<file path="config.mk">
export PLATFORM = sky130hd
export DESIGN_NAME = id_ctrl_pipe
export DESIGN_NICKNAME = d
export VERILOG_FILES = /design/src/rtl/id_ctrl_pipe.sv
export SDC_FILE = /design/constraint.sdc
export NUM_CORES = 1
export LEC_CHECK = 0
export ABC_AREA = 0
export CORE_ASPECT_RATIO = 1.1
export CORE_MARGIN = 4
export CORE_UTILIZATION = 30
export DETAILED_ROUTE_END_ITERATION = 6
export PLACE_DENSITY = 0.65
export RECOVER_POWER = 50
export SLEW_MARGIN = 15
export SYNTH_ARGS = -nofsm -noshare
export SYNTH_HDL_FRONTEND = slang
export SYNTH_SLANG_ARGS = --single-unit
</file>
<file path="constraint.sdc">
create_clock -name clk -period 1.8 [get_ports clk]
set_input_delay 0.18 -clock clk [delete_from_list [all_inputs] [get_ports clk]]
set_output_delay 0.18 -clock clk [all_outputs]
set_load 0.03 [all_outputs]
</file>
<file path="src/rtl/id_ctrl_pipe.sv">
// Control decode for a 4-stage in-order pipeline: ID decode, load-use stall,
// flush bubbles and ID/EX -> EX/MEM -> MEM/WB control staging. Optional CTRL_STATS_EN adds bubble_cnt.
module id_ctrl_pipe #(
  parameter int REGW = 3
) (
  input  logic            clk,
  input  logic            rst_n,
  input  logic            in_valid,
  input  logic [3:0]      opcode,
  input  logic [2:0]      func,
  input  logic [REGW-1:0] id_rs,
  input  logic [REGW-1:0] id_rt,
  input  logic            flush,
  output logic [2:0]      ex_aluop,
  output logic [2:0]      ex_func,
  output logic [REGW-1:0] ex_rt,
  output logic            ex_alu_src,
  output logic            ex_reg_dst,
  output logic            ex_branch,
  output logic            ex_jump,
  output logic            mem_read,
  output logic            mem_write,
  output logic            mem_mem_to_reg,
  output logic            wb_reg_write,
  output logic            wb_mem_to_reg,
  output logic            stall,
  output logic            illegal
`ifdef CTRL_STATS_EN
  ,
  output logic [15:0]     bubble_cnt
`endif
);

  logic [2:0] dec_aluop;
  logic       dec_alu_src;
  logic       dec_reg_dst;
  logic       dec_branch;
  logic       dec_jump;
  logic       dec_mem_read;
  logic       dec_mem_write;
  logic       dec_mem_to_reg;
  logic       dec_reg_write;
  logic       dec_illegal;
  logic       dec_pass_func;

  // ID/EX fields that only feed later stages
  logic       ex_mem_read;
  logic       ex_mem_write;
  logic       ex_mem_to_reg;
  logic       ex_reg_write;
  logic       mem_reg_write;

  logic       hazard;
  logic       bubble;
  logic       illegal_next;

  always_comb begin
    dec_aluop      = 3'b000;
    dec_alu_src    = 1'b0;
    dec_reg_dst    = 1'b0;
    dec_branch     = 1'b0;
    dec_jump       = 1'b0;
    dec_mem_read   = 1'b0;
    dec_mem_write  = 1'b0;
    dec_mem_to_reg = 1'b0;
    dec_reg_write  = 1'b0;
    dec_illegal    = 1'b0;
    dec_pass_func  = 1'b0;
    case (opcode)
      4'h0: begin
        dec_reg_dst   = 1'b1;
        dec_reg_write = 1'b1;
        dec_pass_func = 1'b1;
      end
      4'h1: begin dec_aluop = 3'b001; dec_alu_src = 1'b1; dec_reg_write = 1'b1; end
      4'h2: begin dec_aluop = 3'b011; dec_alu_src = 1'b1; dec_reg_write = 1'b1; end
      4'h3: begin dec_aluop = 3'b100; dec_alu_src = 1'b1; dec_reg_write = 1'b1; end
      4'h4: begin dec_aluop = 3'b101; dec_alu_src = 1'b1; dec_reg_write = 1'b1; end
      4'h5: begin
        dec_aluop      = 3'b001;
        dec_alu_src    = 1'b1;
        dec_mem_read   = 1'b1;
        dec_mem_to_reg = 1'b1;
        dec_reg_write  = 1'b1;
      end
      4'h6: begin dec_aluop = 3'b001; dec_alu_src = 1'b1; dec_mem_write = 1'b1; end
      4'h7: begin dec_aluop = 3'b010; dec_branch = 1'b1; end
      4'h8: dec_jump = 1'b1;
      default: dec_illegal = 1'b1;
    endcase
  end

  // Load in EX whose destination is read by the instruction in ID
  assign hazard = ex_mem_read && ((ex_rt == id_rs) || (ex_rt == id_rt));
  assign stall  = in_valid && hazard && !flush;
  assign bubble = flush || stall || !in_valid || dec_illegal;
  // A stalled illegal instruction is re-presented next cycle, so report it only once
  assign illegal_next = in_valid && dec_illegal && !flush && !stall;

  // ID -> EX
  always_ff @(posedge clk or negedge rst_n) begin
    if (!rst_n) begin
      ex_aluop      <= '0;
      ex_func       <= '0;
      ex_rt         <= '0;
      ex_alu_src    <= 1'b0;
      ex_reg_dst    <= 1'b0;
      ex_branch     <= 1'b0;
      ex_jump       <= 1'b0;
      ex_mem_read   <= 1'b0;
      ex_mem_write  <= 1'b0;
      ex_mem_to_reg <= 1'b0;
      ex_reg_write  <= 1'b0;
      illegal       <= 1'b0;
    end else begin
      illegal <= illegal_next;
      if (bubble) begin
        ex_aluop      <= '0;
        ex_func       <= '0;
        ex_rt         <= '0;
        ex_alu_src    <= 1'b0;
        ex_reg_dst    <= 1'b0;
        ex_branch     <= 1'b0;
        ex_jump       <= 1'b0;
        ex_mem_read   <= 1'b0;
        ex_mem_write  <= 1'b0;
        ex_mem_to_reg <= 1'b0;
        ex_reg_write  <= 1'b0;
      end else begin
        ex_aluop      <= dec_aluop;
        ex_func       <= dec_pass_func ? func : 3'b000;
        ex_rt         <= id_rt;
        ex_alu_src    <= dec_alu_src;
        ex_reg_dst    <= dec_reg_dst;
        ex_branch     <= dec_branch;
        ex_jump       <= dec_jump;
        ex_mem_read   <= dec_mem_read;
        ex_mem_write  <= dec_mem_write;
        ex_mem_to_reg <= dec_mem_to_reg;
        ex_reg_write  <= dec_reg_write;
      end
    end
  end

  // EX -> MEM -> WB, free-running
  always_ff @(posedge clk or negedge rst_n) begin
    if (!rst_n) begin
      mem_read       <= 1'b0;
      mem_write      <= 1'b0;
      mem_mem_to_reg <= 1'b0;
      mem_reg_write  <= 1'b0;
      wb_reg_write   <= 1'b0;
      wb_mem_to_reg  <= 1'b0;
    end else begin
      mem_read       <= ex_mem_read;
      mem_write      <= ex_mem_write;
      mem_mem_to_reg <= ex_mem_to_reg;
      mem_reg_write  <= ex_reg_write;
      wb_reg_write   <= mem_reg_write;
      wb_mem_to_reg  <= mem_mem_to_reg;
    end
  end

`ifdef CTRL_STATS_EN
  logic inserted;
  assign inserted = flush || stall || (in_valid && dec_illegal);

  always_ff @(posedge clk or negedge rst_n) begin
    if (!rst_n) begin
      bubble_cnt <= '0;
    end else if (inserted && (bubble_cnt != 16'hFFFF)) begin
      bubble_cnt <= bubble_cnt + 16'd1;
    end
  end
`endif

endmodule

</file>
# [Word level (Yosys, flattened, before mapping)]
# Index checks and enable logic that the tools add are counted.
# Widths: inputs -> output; s select.
[word_totals] reg_bits=22 input_bits=17 output_inout_bits=20 word_cells=64
[classes] eq_ne=10 n_mux=20 reduce_logical=18
[ops] op="$eq 4x3->1 const B" count=4
[ops] op="$mux 1" count=15
[ops] op="$pmux 3 s5" count=1
[ops] op="$mux 3" count=4
[ops] op="$reduce_or 6->1" count=2
[ops] op="$reduce_or 9->1" count=1
[ops] op="$eq 4x2->1 const B" count=2
[ops] op="$eq 3x3->1" count=2
[ops] op="$logic_and 1x1->1" count=6
[ops] op="$eq 4x1->1 const B" count=1
[ops] op="$eq 4x4->1 const B" count=1
[ops] op="$logic_not 4->1" count=1
[ops] op="$logic_or 1x1->1" count=4
[ops] op="$logic_not 1->1" count=3
[ops] op="$reduce_or 3->1" count=1

# [Depth between registers and ports, before layout]
# Gate-level depths: netlist of run 1.
[depth] depth_word=9 depth_mapped=6 depth_no_buf=4

# [Worst setup path before layout of run 1]
# No wires, ideal clock.
[synth_timing] path_kind="flip-flop to output port" start="reg ex_rt[1]" end="out stall" arrival_time_ns=1.277 setup_slack_ns=0.343 stages_incl_launch_ff=5 n_path_buf=0 cell_sequence="dfrtp_1 -> xnor2_1 -> nand4_1 -> nand2_2 -> and2_1"
[synth_via] elab_chain_len=5 word_cells_on_any_way=6 cone_classes="2 x eq/ne; 4 x reduce/logical"
[synth_lines] element="start: declaration" line_no="16" source="output logic [REGW-1:0] ex_rt,"
[synth_lines] element="start signal: assignment" line_no="132" source="ex_rt <= id_rt;"
[synth_lines] element="$eq 3x3->1" line_no="94" source="assign hazard = ex_mem_read && ((ex_rt == id_rs) || (ex_rt == id_rt));"
[synth_lines] element="$logic_or 1x1->1 (*)" line_no="94"
[synth_lines] element="$logic_and 1x1->1 (*)" line_no="94"
[synth_lines] element="$logic_and 1x1->1 (*) (2 in series)" line_no="95" source="assign stall = in_valid && hazard && !flush;"
[synth_lines] element="end: declaration" line_no="26" source="output logic stall,"
# Mark *: on every way between the ends. The rest lies on a longest branch, timed or not.

# [Worst setup path after layout of run 1]
# Ends and elaborated chain as after synthesis.

==> flow_metrics.py, run 1 <==
metrics = {
    "floorplanning": {
        "boundaryPins": 37,
        "chipHeight_um": 66.0,
        "die_area_mm2": 0.00401,
        "floorplan.initialDensity_pct": 32.1,
        "std_cell_rows": 20,
        "core-area_mm2": 0.00285,
        "die_x_um": 60.7,
    },
    "power_and_ir_drop": {
        "internal_power_uw": 694,
        "p_comb_share_pct": 14.6,
        "pwr-share-clk_pct": 28.9,
        "p_leak_uw": 0.000581,
        "pwr-share-seq_pct": 56.5,
        "power_density_mw_per_mm2": 672,
        "switchingPower_uw": 205,
        "swShare_pct": 22.8,
        "ir_drop_mv": 0.332,
    },
    "final_layout": {
        "reg_top3": "ex_aluop (3), ex_func (3), ex_rt (3)",
        "nNetsFinal": 137,
        "syn_to_final_growth_pct": 46.0,
        "final_cell_mix": "clkdlybuf4s50_1, dfrtp_1, xnor2_1, nor3_1",
        "final_common_cell": "clkdlybuf4s50_1",
        "diodes": 0,
        "drive_gt1_share_pct": 13.4,
        "final_util_pct": 46.9,
    },
    "critical_path": {
        "required_ns": 1.62,
        "ff2ff_path_depth": 6,
        "crit_arrival_ns": 1.42,
        "crit_path_end_kind": "primary output",
        "worstReg2RegStart": "ex_rt[2]$_DFF_PN0_",
        "ff2ff_setup_slack_ns": 0.40,
        "startpoint_type": "flop",
        "crit_path_max_fanout": 3,
        "path_class": "reg2out",
        "r2r-end": "ex_mem_write$_DFF_PN0_",
    },
    "logic_synthesis": {
        "syn_area_per_cell_um2": 11.8,
        "yosys-top-cells-area": "dfrtp_1, xnor2_1, nor3_1",
        "netlist.area_leader.share_pct": 60.0,
        "synthCells": 78,
        "synth_top_cell_by_area": "dfrtp_1",
        "seq_area_frac_synth_pct": 60.0,
        "ys_types": 24,
        "syn_area_um2": 917,
        "yosys_register_bits": 22,
        "synth_warnings": 0,
        "syn_nets": 95,
    },
    "place": {
        "dp_hpwl_um": 1410,
        "place.gp.congestion": 0.823,
        "portBuffers": 36,
    },
    "detailed_routing": {
        "dr.max_layer_used": "met4",
        "drt_iter0_markers": 11,
        "via_per_inst": 4.60,
        "wl_um": 1730,
        "vias": 699,
        "route.detailed.drc": 0,
        "dr_wl_met3_um": 151,
        "avgRoutedWirePerCell_um": 11.4,
        "drtAntennaViolNets": 0,
        "drtPass1Iterations": 2,
        "wl_met2_um": 881,
        "wl_met1_um": 692,
    },
    "global_routing": {
        "antenna_found_initial": 0,
        "grt_usage_pct": 9.31,
        "overflow": 0,
        "grt_pass1_wl_um": 2860,
        "grt_max_degree": 23,
        "grt_pass1_vias": 685,
    },
    "min_path": {
        "hold_depth": 0,
        "hold_class": "reg2reg",
        "worstHoldStart": "mem_reg_write$_DFF_PN0_",
        "hold_path_end": "wb_reg_write$_DFF_PN0_",
    },
    "sta": {
        "maxSlewViolCount": 0,
        "setup-violations-final": 0,
        "max_clock_freq_mhz": 624,
        "fin_setup_tns_ns": 0,
        "rsz0062_at_grt": "false",
        "finalClockSkew_ns": 0.000436,
        "worst_pin_slew_ns": 1.13,
        "period_minus_slack_ns": 1.60,
        "relSlewSlack_pct": 24.6,
        "fin_crit_sh_pct": 89.0,
        "hold_viol": 0,
    },
    "clock_network": {
        "clock_path_buffers": 2,
        "cts_sinks": 22,
        "clock_latency_ns": 0.29,
        "cts_buffers": 3,
        "root_buffer": "clkbuf_4",
        "path_clk_slew_ns": 0.11,
        "cts_tree": "yes",
        "htree_levels": 1,
        "cts_resized": 0,
    },
    "outcome": {
        "run_status": "finished clean",
    },
    "flow_run": {
        "cap_violations": 0,
    },
}
-- worst max-delay path by stage --
stage	from	end	slack, ns	cells past startpoint
after floorplan	ex_rt[1]$_DFF_PN0_	stall	0.34	4
after global placement	id_rt[0]	stall	0.20	6
after detailed placement	id_rt[0]	stall	0.17	6
after CTS	ex_rt[1]$_DFF_PN0_	stall	0.09	5
after global routing	ex_rt[0]$_DFF_PN0_	stall	0.05	5
final	ex_rt[1]$_DFF_PN0_	stall	0.20	5
-- power groups by stage --
stage	combinational [uW]	clock [uW]	sequential [uW]
after floorplan	50.5	0	534
after global placement	134	0	517
after detailed placement	136	0	518
after CTS	136	270	508
after global routing	143	294	510
final	131	260	508
-- worst max-delay path, cell delays in order (launching register included) --
cell and delay (ns):
dfrtp_1 0.43, xnor2_1 0.17, nand4_1 0.13, nand2_1 0.11, and2_1 0.14, buf_4 0.16
-- synth_stat cells --
cell type	instances
or3_4	1
nor3_1	7
nor3b_1	2
and2b_2	1
and2_1	1
nor2b_1	1
buf_6	2
nand4_1	2
a2111oi_2	1
nand2_4	1
nand3_1	5
buf_1	1
nor4_1	4
xnor2_1	7
nand2_1	4
inv_1	3
dfrtp_1	22
buf_4	4
nand3b_1	1
nand2_2	1
a21oi_1	1
nor2_2	3
nor2_1	2
nand2b_1	1
-- cell type report --
| cell class | count | area, um2 |
|---|---|---|
| clock buffer | 4 | 36.3 |
| fill | 278 | 1510 |
| inverter | 3 | 11.3 |
| multi-input combinational | 46 | 297 |
| sequential | 22 | 551 |
| tap | 33 | 41.3 |
| timing repair buffer | 44 | 403 |
-- cells by family (layout without fill, tap and decap cells) --
| kind of cell | Yosys count | in the layout | share of synthesized area, % |
|---|---|---|---|
| compound gates | 2 | 2 | 2.18 |
| buf+inv | 10 | 51 | 7.37 |
| xor+xnor | 7 | 7 | 6.68 |
| flops | 22 | 22 | 60.0 |
| simple gates | 37 | 37 | 23.7 |
-- metrics by stage --
step | instances | power [uW] | cell area (um2) | setup WS [ns] | hold WS (ns)
after floorplan | 78 | 584 | 917 | 0.343 | -0.116
after global placement | 146 | 651 | 1310 | 0.196 | 0.333
after detailed placement | 146 | 653 | 1310 | 0.172 | 0.339
after CTS | 150 | 914 | 1340 | 0.0889 | 0.226
after global routing | 152 | 946 | 1340 | 0.0509 | 0.383
final | 152 | 899 | 1340 | 0.199 | 0.364
-- layer usage --
| metal | global-route usage, % | vias to the layer above |
|---|---|---|
| met2 | 17.0 | 24 |
| met4 | 3.25 | 0 |
| met1 | 10.4 | 331 |
| met3 | 1.95 | 2 |
| met5 | 0 | - |
| li1 | - | 342 |
-- what timing repair did --
action,4_1_cts,5_1_grt
endpoints found under the setup margin,0,1
hold buffers,0,0
setup buffers,0,2
Power figures use the tool's default switching activity.
==> run 2, diff against run 1 <==
--- a/config.mk
+++ b/config.mk
@@ -10,6 +10,7 @@
 export CORE_MARGIN = 4
 export CORE_UTILIZATION = 30
 export DETAILED_ROUTE_END_ITERATION = 6
+export MAX_ROUTING_LAYER = met4
 export PLACE_DENSITY = 0.65
 export RECOVER_POWER = 50
 export SLEW_MARGIN = 15
==> results of run 2 <==
The final DEF is identical to that of run 1; final timing and power are the same.
Among the figures that moved: final weighted congestion in routability-driven placement 0.823 -> 0.835; overall routing resource usage 9.31% -> 9.55%
==> run 3, diff against run 2 <==
--- a/config.mk
+++ b/config.mk
@@ -6,6 +6,7 @@
 export NUM_CORES = 1
 export LEC_CHECK = 0
 export ABC_AREA = 0
+export CAP_MARGIN = 20
 export CORE_ASPECT_RATIO = 1.1
 export CORE_MARGIN = 4
 export CORE_UTILIZATION = 30
==> results of run 3 <==
The final DEF is identical to that of run 1; final timing and power are the same.
Among the figures that moved: final weighted congestion in routability-driven placement 0.823 -> 0.835; overall routing resource usage 9.31% -> 9.55%
